**src/rtl/uart_tx_param.sv**
```systemverilog
// uart_tx_param: parametrised UART transmitter fed by a valid/ready input FIFO
module uart_tx_param #(
    parameter int CLK_FREQ   = 50000000,
    parameter int BAUD       = 9600,
    parameter int DATA_BITS  = 8,
    parameter int PARITY     = 0,
    parameter int STOP_BITS  = 1,
    parameter int FIFO_DEPTH = 4
) (
    input  logic                          clk,
    input  logic                          reset,
    input  logic [DATA_BITS-1:0]          tx_data,
    input  logic                          tx_valid,
    output logic                          tx_ready,
    output logic                          tx,
    output logic                          busy,
    output logic [$clog2(FIFO_DEPTH):0]   fifo_count
);
    localparam int CLKS_PER_BIT = CLK_FREQ / BAUD;
    localparam int CW = CLKS_PER_BIT > 1 ? $clog2(CLKS_PER_BIT) : 1;
    localparam int AW = $clog2(FIFO_DEPTH);
    localparam int NW = AW + 1;
    localparam logic [CW-1:0] BIT_END = CW'(CLKS_PER_BIT - 1);
    localparam logic [3:0] DATA_END = 4'(DATA_BITS - 1);
    localparam logic [3:0] STOP_END = 4'(STOP_BITS - 1);
    localparam logic [NW-1:0] FULL_COUNT = NW'(FIFO_DEPTH);
    localparam logic ODD = PARITY == 1;
    localparam logic HAS_PARITY = PARITY != 0;

    localparam logic [2:0] IDLE  = 3'd0;
    localparam logic [2:0] START = 3'd1;
    localparam logic [2:0] DATA  = 3'd2;
    localparam logic [2:0] PAR   = 3'd3;
    localparam logic [2:0] STOP  = 3'd4;

    logic [DATA_BITS-1:0] mem [FIFO_DEPTH];
    logic [AW-1:0]        wr_ptr;
    logic [AW-1:0]        rd_ptr;
    logic [DATA_BITS-1:0] head;
    logic [DATA_BITS-1:0] shift;
    logic [2:0]           state;
    logic [CW-1:0]        bit_cnt;
    logic [3:0]           bit_idx;
    logic                 par_bit;
    logic                 full;
    logic                 empty;
    logic                 push;
    logic                 pop;
    logic                 bit_end;
    logic                 data_last;
    logic                 stop_last;
    logic                 frame_end;

    assign head      = mem[rd_ptr];
    assign full      = fifo_count == FULL_COUNT;
    assign empty     = fifo_count == '0;
    assign tx_ready  = ~full;
    assign push      = tx_valid & ~full;
    assign bit_end   = bit_cnt == BIT_END;
    assign data_last = bit_idx == DATA_END;
    assign stop_last = bit_idx == STOP_END;
    assign frame_end = state == STOP && bit_end && stop_last;
    assign pop       = ~empty & (state == IDLE | frame_end);
    assign busy      = state != IDLE | ~empty;

    // FIFO storage; entries are only read after being written, so no reset is needed
    always_ff @(posedge clk) begin
        if (push) mem[wr_ptr] <= tx_data;
    end

    // FIFO pointers and occupancy; a push and a pop on one edge leave the count unchanged
    always_ff @(posedge clk or posedge reset) begin
        if (reset) begin
            wr_ptr     <= '0;
            rd_ptr     <= '0;
            fifo_count <= '0;
        end else begin
            if (push) wr_ptr <= wr_ptr + AW'(1);
            if (pop) rd_ptr <= rd_ptr + AW'(1);
            fifo_count <= fifo_count + NW'(push) - NW'(pop);
        end
    end

    // frame sequencer: bit timer, bit index and payload shifter; a pop in the last stop cycle chains frames
    always_ff @(posedge clk or posedge reset) begin
        if (reset) begin
            state   <= IDLE;
            bit_cnt <= '0;
            bit_idx <= '0;
            shift   <= '0;
            par_bit <= 1'b0;
        end else if (pop) begin
            state   <= START;
            bit_cnt <= '0;
            bit_idx <= '0;
            shift   <= head;
            par_bit <= ^head ^ ODD;
        end else if (state != IDLE) begin
            bit_cnt <= bit_end ? '0 : bit_cnt + CW'(1);
            if (bit_end) begin
                case (state)
                    START: state <= DATA;
                    DATA: begin
                        shift   <= shift >> 1;
                        bit_idx <= data_last ? '0 : bit_idx + 4'd1;
                        if (data_last) state <= HAS_PARITY ? PAR : STOP;
                    end
                    PAR: state <= STOP;
                    STOP: begin
                        bit_idx <= stop_last ? '0 : bit_idx + 4'd1;
                        if (stop_last) state <= IDLE;
                    end
                    default: state <= IDLE;
                endcase
            end
        end
    end

    // line driver registered from the sequencer state so tx never glitches; it trails the state by one clock
    always_ff @(posedge clk or posedge reset) begin
        if (reset) tx <= 1'b1;
        else tx <= state == START ? 1'b0 : state == DATA ? shift[0] : state == PAR ? par_bit : 1'b1;
    end
endmodule

```
**config.mk**
```make
export PLATFORM = sky130hd
export DESIGN_NAME = uart_tx_param
export DESIGN_NICKNAME = d
export VERILOG_FILES = /design/src/rtl/uart_tx_param.sv
export SDC_FILE = /design/constraint.sdc
export NUM_CORES = 1
export LEC_CHECK = 0
export ABC_AREA = 1
export ABC_CLOCK_PERIOD_IN_PS = 2900
export CORE_MARGIN = 4
export CORE_UTILIZATION = 32
export CTS_BUF_LIST = sky130_fd_sc_hd__clkbuf_16
export CTS_CLUSTER_DIAMETER = 50
export CTS_CLUSTER_SIZE = 30
export DETAILED_ROUTE_END_ITERATION = 16
export PLACE_DENSITY = 0.6
export SYNTH_ARGS = -nofsm -noshare
export SYNTH_HDL_FRONTEND = slang
export SYNTH_SLANG_ARGS = --single-unit
```
**constraint.sdc**
```tcl
create_clock -name clk -period 2.9 [get_ports clk]
set_input_delay 0.58 -clock clk [delete_from_list [all_inputs] [get_ports clk]]
set_output_delay 0.58 -clock clk [all_outputs]
set_load 0.1 [all_outputs]
```
==> summary.txt, run 1 <==
Setup path
  • Reg2reg setup slack: 0.57 ns
  • CP cell instances: inv_1, ha_1, nand3_1, nor2_2, inv_2, nand2_1, nand2_1, inv_2, nand2_4, inv_2, ha_1, inv_1, ha_1, inv_1, fa_1, xnor2_1
  • Crit path kind: reg -> reg
  • Worst Path Arrival: 2.54 ns
  • CP endpoint kind: flop
  • Worst R2R End: fifo_count[2]
  • CP max-delay cell: dfrtp_1
  • Startpoint types: flop
  • Worst r2r path cells: 16
  • CP max stage delay: between 0.4 and 0.5 ns
  • CP bufs+invs: 6
  • Worst-path fanout max: 4
  • Critical Path RT: 3.11 ns
  • RR Startpoint: bit_idx[0]
  • CP delay by family, top: adder cells

Synth
  • Most common cell in the netlist: nand2_1
  • Area leader, netlist: edfxtp_1
  • Synth top area share: 0.272
  • Mapped Cells: 393
  • Post-Syn Nets: 414
  • Synthesis Warnings: 0
  • Number of synthesized flops with an enable pin: 32
  • Synth Register Bits: 69
  • Post-Syn Area: 3540 um2
  • Synth unique cells: 38
  • Main synth FF type: dfrtp_1
  • Syn Area/Cell: 9.00 um2
  • Sequential-to-total area share from yosys stat: 0.534
  • Dominant cells by area after synthesis: edfxtp_1 27%, dfrtp_1 25%, nand2_1 15%
  • Async SR Flop Fraction: 0.536
  • Most frequent cells after synthesis: 145 x nand2_1, 36 x dfrtp_1, 35 x inv_1

Power and ir drop
  • Peak supply drop: 0.000394 V
  • Sw power: 0.000907 W
  • Cell Pwr Density: 703 nW/um2
  • Seq pwr share: 0.422
  • Net Sw Frac: 0.312
  • Static Leakage: 1.93 nW
  • Cell internal pwr: 0.00200 W
  • Clock power frac: 0.363
  • Logic pwr share: 0.215

Floorplan
  • I/O pin cnt: 17
  • Die area: 12800 um2
  • Chip Height: 113 um
  • Initial core utilization: 0.326
  • Core box area: about 11000 um2
  • # rows: 38
  • Die W: 113 um

Clocking
  • CTS root buf: clkbuf_16
  • PostCTS Resize Cnt: 0
  • H-Tree Level Count: 3
  • Deepest clock path buffer count: 2
  • Total CTS buffers: 9
  • Clock tree from TritonCTS: done
  • CTS Hold Bufs: 0
  • Reg clk slew, reported paths: 0.05 ns
  • Clock sinks: 69
  • Skew-Pair Late Insertion Delay: between 0.3 and 0.4 ns
  • Post-CTS Setup Bufs: 0

Timing
  • Max Transition Viols Final: 0
  • Peak Freq: approximately 430 MHz
  • Setup Viol. Count Final: 0
  • RSZ-0062 raised after global routing: no
  • Final TNS setup: 0 ns
  • Slew @ Worst Pin: 0.648 ns
  • Max_slew headroom: 0.568
  • Clock Skew: 0.00493 ns
  • Final period demand of the worst path: approximately 2.3 ns
  • Fin. Hold Viols: 0
  • Fin crit share: 0.804

Route
  • Routed Antenna Nets: 0
  • DR pass1 iterations: 4
  • Wire per inst: 11.8 um
  • Iter 0 DRT Violations: 121
  • Vias per cell: around 4.6
  • Via count: 2580
  • Drt total wl: 6.67 mm
  • Residual DRC: 0

Status
  • Outcome: finished, final reports clean

Global route
  • First-pass GRT wire length: 12.1 mm
  • Largest net degree at the start of global routing: 38
  • Number of global-route vias before repair: 2655
  • Grt ovf: 0
  • Global-route usage over all layers: 0.117
  • Initial antenna violation count: 0

Worst hold path
  • Hold Path Depth: 2
  • Hold Path Sink: shift[7]
  • HP Start: shift[7]
  • Worst hold path type: reg -> reg

Layout
  • Final non-filler cell area: 4140 um2
  • Area Overhead vs Synth: 17.1%
  • Fraction of layout cells with a size suffix above 1: 0.149
  • Nets: 440
  • # diodes: 0

Placed design
  • Cell area after placement: 3850 um2
  • I/O Buffers: 16
  • DP HPWL: 4.78 mm
  • Routability cong.: 0.803

Run
  • Max-cap viol count: 0
-- area by class of cell --
type                    count  area, um2
multi-input cells         273       1420
clock buffers               9        225
fillers                  1093       6700
inverters                  44        173
well taps                 140        175
flip-flops and latches     69       1890
repair buffers             22        190
clock inverters             7       67.6
-- worst min-delay path: stages, from the launching register on --
cell     delay, ns
dfrtp_1       0.34
nand2_1       0.05
o21ai_0       0.06
-- power by group through the flow --
stage	sequential (W)	combinational, W	clock (W)
after global routing	0.00125	0.000695	0.00113
after detailed placement	0.00125	0.000637	0
after global placement	0.00124	0.000622	0
after CTS	0.00123	0.000637	0.00109
final	0.00123	0.000627	0.00106
after floorplan	0.00139	0.000308	0
-- layer usage --
metal	vias to the layer above	share of wire	wire, um	global-route usage
met4	0	0.032	211	0.0801
li1	1309	-	-	-
met2	42	0.47	3140	0.184
met5	-	0	0	0
met3	17	0.034	229	0.0283
met1	1212	0.46	3090	0.143
-- state kept, by name (all words and copies together), names as in the netlist --
signal	flops
state	3
tx	1
par_bit	1
wr_ptr	2
fifo_count	3
rd_ptr	2
shift	8
bit_idx	4
mem	32
bit_cnt	13
-- how the worst max path moves through the flow --
stage / startpoint / end / slack (ns) / cells after the start
floorplan: fifo_count[1] / fifo_count[2] / 0.21 / 9
global placement: tx_valid / fifo_count[1] / 0.53 / 8
detailed placement: tx_valid / fifo_count[2] / 0.50 / 8
CTS: bit_idx[0] / fifo_count[2] / 0.55 / 16
global route: bit_idx[0] / fifo_count[2] / 0.37 / 16
finish: bit_idx[0] / fifo_count[2] / 0.57 / 16
-- layout by cell type (no fill, tap or decap), types with 9 or more instances in the layout --
cell             synthesis  routed
buf_4                    2      12
clkbuf_16                0       9
clkdlybuf4s50_1          0      10
dfrtp_1                 36      33
edfxtp_1                32      32
ha_1                     9       9
inv_1                   35      36
nand2_1                145     144
nand3_1                 31      31
nor2_1                  23      23
-- cell families after synthesis --
kind of cell    Yosys count  share of synthesized area
simple gates            223                      0.285
buf+inv                  51                     0.0655
xor+xnor                 10                     0.0248
compound gates           30                     0.0538
fa+ha+maj                10                     0.0375
flops                    69                      0.534
-- per-stage QoR --
step | hold slack, ns | std cells | utilization | setup WS, ns | power (W)
after detailed placement | 0.473 | 548 | 0.355 | 0.501 | 0.00189
after CTS | 0.488 | 564 | 0.382 | 0.552 | 0.00296
final | 0.487 | 564 | 0.382 | 0.567 | 0.00291
after floorplan | 0.449 | 393 | - | 0.208 | 0.00170
after global placement | 0.463 | 548 | 0.355 | 0.530 | 0.00186
after global routing | 0.514 | 564 | 0.382 | 0.367 | 0.00308
(Power assumes the default switching activity.)
==> run 2, diff against run 1 <==
--- a/config.mk
+++ b/config.mk
@@ -6,7 +6,7 @@
 export NUM_CORES = 1
 export LEC_CHECK = 0
 export ABC_AREA = 1
-export ABC_CLOCK_PERIOD_IN_PS = 2900
+export ABC_CLOCK_PERIOD_IN_PS = 2250
 export CORE_MARGIN = 4
 export CORE_UTILIZATION = 32
 export CTS_BUF_LIST = sky130_fd_sc_hd__clkbuf_16
==> constraint.sdc (replaced) <==
create_clock -name clk -period 2.25 [get_ports clk]
set_input_delay 0.45 -clock clk [delete_from_list [all_inputs] [get_ports clk]]
set_output_delay 0.45 -clock clk [all_outputs]
set_load 0.1 [all_outputs]
==> run 2 against run 1 <==
Sequential power up 30%. Combinational power rose by 33%. Worst hold slack got worse by 0.052 ns. Critical path type unchanged. Critical endpoint unchanged. Largest cell class unchanged. Highest routed layer unchanged.
==> summary.txt, run 2 (synthesis gave the netlist of run 1 again) <==
Timing
  • Peak Freq: 455 MHz (+6.1%)
  • Fin crit share: 0.977 (+0.173)
  • Hold WS: 0.434 ns (-0.0525 ns)
  • Slew @ Worst Pin: 0.462 ns (-0.186 ns)
  • Max Transition Viols Final: 0 (unchanged)
  • Setup Viol. Count Final: 0 (unchanged)
  • Max_slew headroom: 0.692 (+0.124)
  • Final period demand of the worst path: 2.20 ns (-0.134 ns)
  • Fin. Hold Viols: 0 (unchanged)
  • Worst setup margin: 0.0514 ns (-0.516 ns)
  • Clock Skew: 0.0107 ns (+0.00580 ns)
  • RSZ-0062 raised after global routing: yes

Floorplan
  • I/O pin cnt: 17 (unchanged)
  • Chip Height: 113 um (unchanged)
  • Die W: 113 um (unchanged)
  • Core box area: 10800 um2 (unchanged)
  • Initial core utilization: 0.326 (unchanged)
  • Die area: 12800 um2 (unchanged)
  • # rows: 38 (unchanged)

Route
  • Wire per inst: 11.8 um (+0.10%)
  • Drt total wl: 6.80 mm (+2.1%)
  • Vias per cell: 4.47 (-2.3%)
  • Iter 0 DRT Violations: 132 (+9.1%)
  • Routed Antenna Nets: 0 (unchanged)
  • Via count: 2571 (-0.35%)
  • Residual DRC: 0 (unchanged)
  • DR pass1 iterations: 5 (+1)

Layout
  • Area Overhead vs Synth: 22.8%
  • Nets: 451 (+2.5%)
  • Final std cells w/o fill: 575 (+2.0%)
  • Top Registers: mem: 32 flops, bit_cnt: 13 flops, shift: 8 flops
  • Most frequent cells in the layout: 142 x nand2_1, 33 x dfrtp_1, 32 x inv_1, 32 x edfxtp_1, 31 x nand3_1
  • Register area: 1900 um2 (+0.40%)
  • Fraction of layout cells with a size suffix above 1: 0.193 (+0.0445)
  • Commonest non-fill, non-tap cell in the layout: nand2_1
  • Max reg flops: 32 (unchanged)
  • FILL cells: 1055 (-3.5%)
  • Most flops, register: mem
  • Area of the multi-input gates: 1480 um2 (+4.6%)
  • # diodes: 0 (unchanged)

Global route
  • Largest net degree at the start of global routing: 24 (-37%)
  • Grt ovf: 0 (unchanged)
  • Initial antenna violation count: 0 (unchanged)
  • Global-route usage over all layers: 0.113 (-0.00447)
  • First-pass GRT wire length: 11.6 mm (-3.8%)
  • Number of global-route vias before repair: 2531 (-4.7%)

Power and ir drop
  • Cell Pwr Density: 913 nW/um2 (+30%)
  • Peak supply drop: 0.000445 V (+13%)
  • Static Leakage: 2.02 nW (+4.4%)
  • Power, Total: 0.00396 W (+36%)

Setup path
  • Reg2reg setup slack: 0.05 ns (-0.52 ns)
  • Worst-path fanout max: 3 (-1)
  • Critical Path RT: 2.46 ns (-0.65 ns)
  • Most used cell, CP: inv_2
  • Startpoint types: flop
  • Worst Path Arrival: 2.41 ns (-0.13 ns)
  • CP max-delay cell: dfrtp_1
  • CP cell instances: inv_2, ha_4, nand3_1, nor2_2, inv_2, nand2_1, nand2_1, inv_2, nand2_4, inv_4, ha_4, inv_2, ha_4, inv_2, fa_1, xnor2_1
  • CP max stage delay: 0.39 ns (-0.02 ns)
  • Crit path kind: reg -> reg
  • CP endpoint kind: flop

Clocking
  • H-Tree Level Count: 3 (unchanged)
  • Deepest clock path buffer count: 2 (unchanged)
  • Skew-Pair Late Insertion Delay: 0.33 ns (about the same)
  • Total CTS buffers: 9 (unchanged)
  • CTS root buf: clkbuf_16
  • Clock tree from TritonCTS: done
  • Reg clk slew, reported paths: 0.06 ns (about the same)
  • Clock sinks: 69 (unchanged)

Placed design
  • Routability cong.: 0.776 (-3.4%)
  • DP HPWL: 4.86 mm (+1.6%)
  • I/O Buffers: 16 (unchanged)
  • Post-Place Cells: 556 (+1.5%)
  • Dpl ws: 0.0297 ns (-0.471 ns)

Run
  • Max-cap viol count: 0 (unchanged)

Status
  • Outcome: finished, final reports clean

Worst hold path
  • Worst hold path type: in -> async
==> run 2: changes by cell type in the layout (fill, tap and decap cells not counted), moves of 3 or more <==
cell	delta
ha_4	+4
dfrtp_4	+3
dfrtp_2	-3
buf_4	+10
inv_1	-4
ha_1	-4
==> run 2: worst paths after layout <==
| path | cells after the start | endpoint | start |
|---|---|---|---|
| setup / recovery | 16 | fifo_count[2] | bit_idx[0] |
| hold / removal | 2 | bit_cnt[10] | reset |
| min in group clk | 2 | shift[5] | shift[5] |
| hold reg to reg | 2 | shift[5] | shift[5] |
| setup reg to reg | 16 | fifo_count[2] | bit_idx[0] |
| max in group asynchronous | 3 | bit_cnt[2] | reset |
==> run 2: what timing repair did <==
item / CTS / global route
setup buffers: 0 / 3
hold buffers: 0 / 0
gates resized for setup: 0 / 5
hold endpoints to repair: 0 / 0
endpoints found under the setup margin: 0 / 2
==> run 2: worst max-delay path: cells and delay by family (launching register included) <==
kind	cells	cell delay [ns]
AND/OR/NAND/NOR	5	0.41
flip-flops	1	0.39
adder cells (fa/ha/maj)	4	0.80
buffers and inverters	6	0.36
XOR/XNOR	1	0.13
==> run 2: power by group <==
part           internal (W)  switching (W)  total, W
Combinational      0.000248       0.000585  0.000832
Clock              0.000976       0.000551   0.00153
Sequential          0.00152      0.0000876   0.00160
Total               0.00274        0.00122   0.00396
==> run 2: final cells by class <==
type / count / area share
Timing Repair Buffer: 33 / 0.0657
Sequential cell: 69 / 0.438
Tap cell: 140 / 0.0404
Multi-Input combinational cell: 273 / 0.342
Clock buffer: 9 / 0.0519
Inverter: 44 / 0.0404
Clock inverter: 7 / 0.0222
==> run 2: per-layer routing <==
| metal | vias to the layer above | global-route usage | share of wire |
|---|---|---|---|
| met4 | 0 | 0.0465 | 0.014 |
| met2 | 28 | 0.187 | 0.50 |
| met5 | - | 0 | 0 |
| met3 | 8 | 0.0273 | 0.029 |
| li1 | 1337 | - | - |
| met1 | 1198 | 0.142 | 0.46 |
==> run 2: per-stage QoR <==
stage / utilization / TNS (ns) / area [um2]
finish: 0.400 / 0 / 4340
global route: 0.400 / -0.173 / 4340
CTS: 0.396 / 0 / 4290
detailed placement: 0.366 / 0 / 3970
global placement: 0.366 / 0 / 3970
floorplan: - / -0.0984 / 3590
==> run 3, diff against run 2 <==
--- a/config.mk
+++ b/config.mk
@@ -6,14 +6,14 @@
 export NUM_CORES = 1
 export LEC_CHECK = 0
 export ABC_AREA = 1
-export ABC_CLOCK_PERIOD_IN_PS = 2250
+export ABC_CLOCK_PERIOD_IN_PS = 2600
 export CORE_MARGIN = 4
-export CORE_UTILIZATION = 32
+export CORE_UTILIZATION = 45
 export CTS_BUF_LIST = sky130_fd_sc_hd__clkbuf_16
 export CTS_CLUSTER_DIAMETER = 50
 export CTS_CLUSTER_SIZE = 30
 export DETAILED_ROUTE_END_ITERATION = 16
-export PLACE_DENSITY = 0.6
+export PLACE_DENSITY = 0.74
 export SYNTH_ARGS = -nofsm -noshare
 export SYNTH_HDL_FRONTEND = slang
 export SYNTH_SLANG_ARGS = --single-unit
==> constraint.sdc (replaced) <==
create_clock -name clk -period 2.6 [get_ports clk]
set_input_delay 0.52 -clock clk [delete_from_list [all_inputs] [get_ports clk]]
set_output_delay 0.52 -clock clk [all_outputs]
set_load 0.05 [all_outputs]
==> run 3 against run 2 <==
Clock skew shrank 0.0049 ns. Largest power group unchanged. Total power decreased by 17%. Design area fell by 4.5%. Combinational power is 28% lower. Worst hold slack gained 0.044 ns. Die area decreased by 27%. Via count increased by 0.58%. Sequential cell count is the same. Worst setup slack gained 0.21 ns. Highest routed layer unchanged.
==> summary.txt, run 3 (synthesis gave the netlist of run 1 again) <==
Status
  • Outcome: finished, final reports clean

Route
  • Residual DRC: 0 (unchanged)
  • Via count: 2586 (+0.58%)
  • Iter 0 DRT Violations: 136 (+3.0%)
  • Drt total wl: 6.54 mm (-3.9%)
  • Wire per inst: 12.4 um (+4.9%)
  • Routed Antenna Nets: 0 (unchanged)
  • DR pass1 iterations: 4 (-1)
  • Vias per cell: 4.91 (+9.7%)

Clocking
  • PostCTS Resize Cnt: 1 (+1)
  • Post-CTS Setup Bufs: 0 (unchanged)
  • Clock sinks: 69 (unchanged)
  • Skew-Pair Late Insertion Delay: 0.33 ns (about the same)
  • Deepest clock path buffer count: 2 (unchanged)
  • Clock tree from TritonCTS: done
  • H-Tree Level Count: 3 (unchanged)
  • CTS Hold Bufs: 0 (unchanged)
  • Total CTS buffers: 9 (unchanged)
  • Reg clk slew, reported paths: 0.06 ns (about the same)
  • CTS root buf: clkbuf_16

Setup path
  • CP delay by family, top: adder cells
  • Worst-path fanout max: 4 (+1)
  • CP max stage delay: 0.48 ns (+0.09 ns)
  • Worst Path Arrival: 2.56 ns (+0.15 ns)
  • CP bufs+invs: 7 (+1)
  • CP max-delay cell: fa_1
  • Most used cell, CP: inv_1
  • CP cell instances: inv_1, ha_1, nand3_1, nor2_2, inv_2, nand2_1, nand2_1, inv_2, nand2_4, inv_2, ha_1, inv_1, ha_1, inv_1, fa_1, inv_1
  • Crit path kind: reg -> reg
  • Startpoint types: flop
  • Critical Path RT: 2.83 ns (+0.37 ns)
  • CP endpoint kind: flop

Floorplan
  • # rows: 32 (-16%)
  • Core box area: 7690 um2 (-29%)
  • I/O pin cnt: 17 (unchanged)
  • Die area: 9340 um2 (-27%)
  • Initial core utilization: 0.460 (+0.134)
  • Chip Height: 96.6 um (-15%)
  • Die W: 96.6 um (-15%)

Layout
  • Most flops, register: mem
  • Fraction of layout cells with a size suffix above 1: 0.129 (-0.0637)
  • Nets: 441 (-2.2%)
  • Top Registers: mem: 32 flops, bit_cnt: 13 flops, shift: 8 flops
  • Final non-filler cell area: 4150 um2 (-4.5%)
  • # diodes: 0 (unchanged)
  • Max reg flops: 32 (unchanged)
  • Commonest non-fill, non-tap cell in the layout: nand2_1
  • Final std cells w/o fill: 527 (-8.3%)
  • Area Overhead vs Synth: 17.2%
  • Most frequent cells in the layout: 145 x nand2_1, 36 x dfrtp_1, 35 x inv_1, 32 x edfxtp_1, 31 x nand3_1

Global route
  • Largest net degree at the start of global routing: 38 (+58%)
  • Global-route usage over all layers: 0.152 (+0.0385)
  • First-pass GRT wire length: 11.5 mm (-1.2%)
  • Initial antenna violation count: 0 (unchanged)
  • Number of global-route vias before repair: 2560 (+1.1%)
  • Grt ovf: 0 (unchanged)

Placed design
  • Post-Place Cells: 511 (-8.1%)
  • DP HPWL: 4.49 mm (-7.5%)
  • Cell area after placement: 3820 um2 (-3.9%)
  • Routability cong.: 0.852 (+9.8%)
  • I/O Buffers: 16 (unchanged)

Timing
  • RSZ-0062 raised after global routing: no
  • Final period demand of the worst path: 2.33 ns (+0.136 ns)
  • Fin crit share: 0.898 (-0.0793)
  • Max Transition Viols Final: 0 (unchanged)
  • Hold WS: 0.478 ns (+0.0441 ns)
  • Setup Viol. Count Final: 0 (unchanged)
  • Slew @ Worst Pin: 0.720 ns (+0.258 ns)
  • Peak Freq: 428 MHz (-5.8%)
  • Max_slew headroom: 0.520 (-0.172)
  • Fin. Hold Viols: 0 (unchanged)
  • Final TNS setup: 0 ns (unchanged)
  • Clock Skew: 0.00580 ns (-0.00492 ns)

Power and ir drop
  • Static Leakage: 1.95 nW (-3.3%)
  • Cell Pwr Density: 796 nW/um2 (-13%)
  • Power, Total: 0.00330 W (-17%)
  • Peak supply drop: 0.000441 V (-0.94%)

Worst hold path
  • Worst hold path type: reg -> reg

Run
  • Max-cap viol count: 0 (unchanged)
## run 3: layout make-up
type	count	area, um2
fillers	700	3540
flip-flops and latches	69	1890
multi-input cells	273	1420
clock buffers	9	225
repair buffers	23	211
inverters	44	173
well taps	102	128
clock inverters	7	104
## run 3: final timing paths
path                                 start  slack, ns  depth (start not counted)             to
worst max-delay path            bit_idx[0]       0.27                         16  fifo_count[1]
worst min-delay path              shift[1]       0.48                          2       shift[1]
worst max register to register  bit_idx[0]       0.27                         16  fifo_count[1]
worst min register to register    shift[1]       0.48                          2       shift[1]
max in group asynchronous            reset       1.66                          3             tx
min in group asynchronous            reset       0.59                          3     bit_cnt[7]
## run 3: worst reg2reg max path: cells and delay by family (launching register included)
kind / cells / cell delay [ns]
adders and majority gates: 4 / 0.99
buffers and inverters: 7 / 0.41
DFF: 1 / 0.40
and+or+nand+nor: 5 / 0.43
## run 3: stage by stage
step,util,setup slack [ns]
2_1_floorplan,-,0.0000195
3_3_place_gp,0.497,0.346
3_5_place_dp,0.497,0.258
4_1_cts,0.539,0.258
5_1_grt,0.539,0.000733
6_report,0.539,0.266
## run 3: where the power goes
| group | total (W) | internal, W | switching, W |
|---|---|---|---|
| Combinational | 0.000597 | 0.000213 | 0.000384 |
| Sequential | 0.00136 | 0.00130 | 0.0000637 |
| Clock | 0.00134 | 0.000853 | 0.000490 |
| Total | 0.00330 | 0.00236 | 0.000937 |
## run 3: layer usage
layer / GRT usage / up-vias / share of wire
li1: - / 1321 / -
met1: 0.182 / 1226 / 0.46
met2: 0.254 / 27 / 0.49
met3: 0.0418 / 12 / 0.032
met4: 0.0670 / 0 / 0.021
met5: 0 / - / 0
==> RTL change (config.mk and constraints of run 1) <==
Change the parameter `FIFO_DEPTH` from 4 to 16.
--- a/src/rtl/uart_tx_param.sv
+++ b/src/rtl/uart_tx_param.sv
@@ -7,3 +7,3 @@
     parameter int STOP_BITS  = 1,
-    parameter int FIFO_DEPTH = 4
+    parameter int FIFO_DEPTH = 16
 ) (
Ports: changed (resized fifo_count); port bits go from 17 to 19. The function was not compared with the original's and may differ.
==> RTL change against run 1 <==
- cell area rose by 120%
- sequential cell count rose by 102
- total power rose by 120%
- sequential share of layout area rose by 7.7 points
- combinational power rose by 80%
- core utilization down 0.46 points
- count of clock-buffer cells in the layout increased by 8
- setup slack got worse by 0.35 ns
- routed wire length grew to 2.6 times the old value
- area after synthesis rose by 130%
==> RTL change: results <==
metrics = {
    "placed_design": {
        "port-buffer-count": 18,
        "dp_cells": 1174,
        "place_hpwl_um": 10900,
        "gp_congestion": 0.772,
        "place_area_sq_mm": 0.00863,
    },
    "synth": {
        "dominantRegCellSynth": "edfxtp_1",
        "async_reset_ff_share_pct": 25.1,
        "synth.net_count": 861,
        "synth_edf_count": 128,
        "synth_cells": 835,
        "ys_seq_area_share_pct": 61.4,
        "ys_types": 40,
        "yosys-top-cells-area": "edfxtp_1, nand2_1, dfrtp_1",
        "netlist_top_cells_count": "nand2_1, edfxtp_1, inv_1",
        "yosysWarningCount": 0,
    },
    "outcome": {
        "outcome": "complete, no violations",
    },
    "clock_network": {
        "path_clk_slew_ns": 0.07,
        "cts_buffers": 17,
        "postCtsSetupRepairBufs": 0,
        "insertion_delay_ns": 0.43,
        "cts_htree_levels": 4,
        "clockRootBuffer": "clkbuf_16",
        "clk_path_buf_depth": 2,
        "cts_resized": 0,
    },
    "global_routing": {
        "grt_pass1_wl_um": 28200,
        "grt_pass1_vias": 5322,
        "track_usage_pct": 12.8,
        "grt_max_degree": 70,
        "met2_usage_pct": 22.5,
        "use_met3_pct": 2.38,
        "grtUsageMet1_pct": 16.0,
        "antenna_found_initial": 0,
    },
    "route": {
        "dr.pass1.iters": 4,
        "wl_per_cell_um": 14.3,
        "vias_per_cell": 4.54,
        "wl_met3_um": 639,
        "route.met2.wl_um": 8790,
        "routed.top_layer": "met4",
        "drt-met1-wl_um": 7470,
        "drtIter0Drc": 287,
        "wl_um": 17200,
    },
    "cells_and_area": {
        "reg_top3": "mem: 128 flops, bit_cnt: 13 flops, shift: 8 flops",
        "nFillCells": 2389,
        "drive_above_1_share_pct": 12.5,
        "areaGrowthSynthToFinish_pct": 15.3,
        "final_nets": 895,
        "diodes": 0,
    },
    "sta": {
        "timing.fmax_mhz": 372,
        "clock_skew_ns": 0.00713,
        "worst_slew_pin_slew_ns": 0.947,
        "whs_ns": 0.485,
    },
    "pwr": {
        "switching_share_pct": 30.6,
        "p_leak_nw": 3.97,
        "ir_drop_v": 0.000407,
    },
    "worst_hold_path": {
        "hold_path_class": "reg2reg",
    },
    "worst_setup_path": {
        "r2r_setup_slack_ns": 0.33,
        "arrival_ns": 2.11,
        "critPathMaxFanout": 8,
    },
}
[RTL change: cell count changes after synthesis, moves of 8 or more]
cell | run 1 | this run
o21ai_1 | 3 | 11
nand3_1 | 31 | 96
edfxtp_1 | 32 | 128
nor2_1 | 23 | 42
nand2_1 | 145 | 288
buf_2 | 2 | 11
inv_1 | 35 | 109
[RTL change: path summary, 6_finish.rpt]
kind	endpoint	from	cells after the start
hold reg to reg	par_bit	par_bit	2
hold / removal	par_bit	par_bit	2
max in group asynchronous	fifo_count[3]	reset	2
setup reg to reg	fifo_count[4]	bit_cnt[0]	15
setup / recovery	busy	fifo_count[2]	6
min in group asynchronous	bit_cnt[8]	reset	2
[RTL change: power groups by stage]
stage / logic [mW] / clock network, mW / registers [mW]
after floorplan: 0.546 / 0 / 3.31
after global placement: 1.12 / 0 / 3.06
after detailed placement: 1.14 / 0 / 3.06
after CTS: 1.15 / 2.33 / 3.01
after global routing: 1.26 / 2.44 / 3.03
final: 1.13 / 2.28 / 3.01
[RTL change: cell families after synthesis]
group	synth area share, %
AO/OA/AOI/OAI	2.98
adder cells (fa/ha/maj)	2.44
buffers and inverters	8.07
flip-flops	61.4
AND/OR/NAND/NOR	23.6
XOR/XNOR	1.53
[RTL change: worst max-delay path: stages, from the launching register on]
cell	delay [ns]
dfrtp_4	0.50
inv_4	0.07
ha_4	0.13
nand4_1	0.23
nor2_2	0.33
inv_2	0.15
buf_4	0.26
[RTL change: layout make-up]
| type | instances | share of cell area, % |
|---|---|---|
| Tap cell | 324 | 4.39 |
| Inverter | 120 | 4.93 |
| Clock buffer | 17 | 4.61 |
| Sequential cell | 171 | 53.4 |
| Timing Repair Buffer | 43 | 3.77 |
| Multi-Input combinational cell | 516 | 26.9 |
| Clock inverter | 15 | 1.95 |
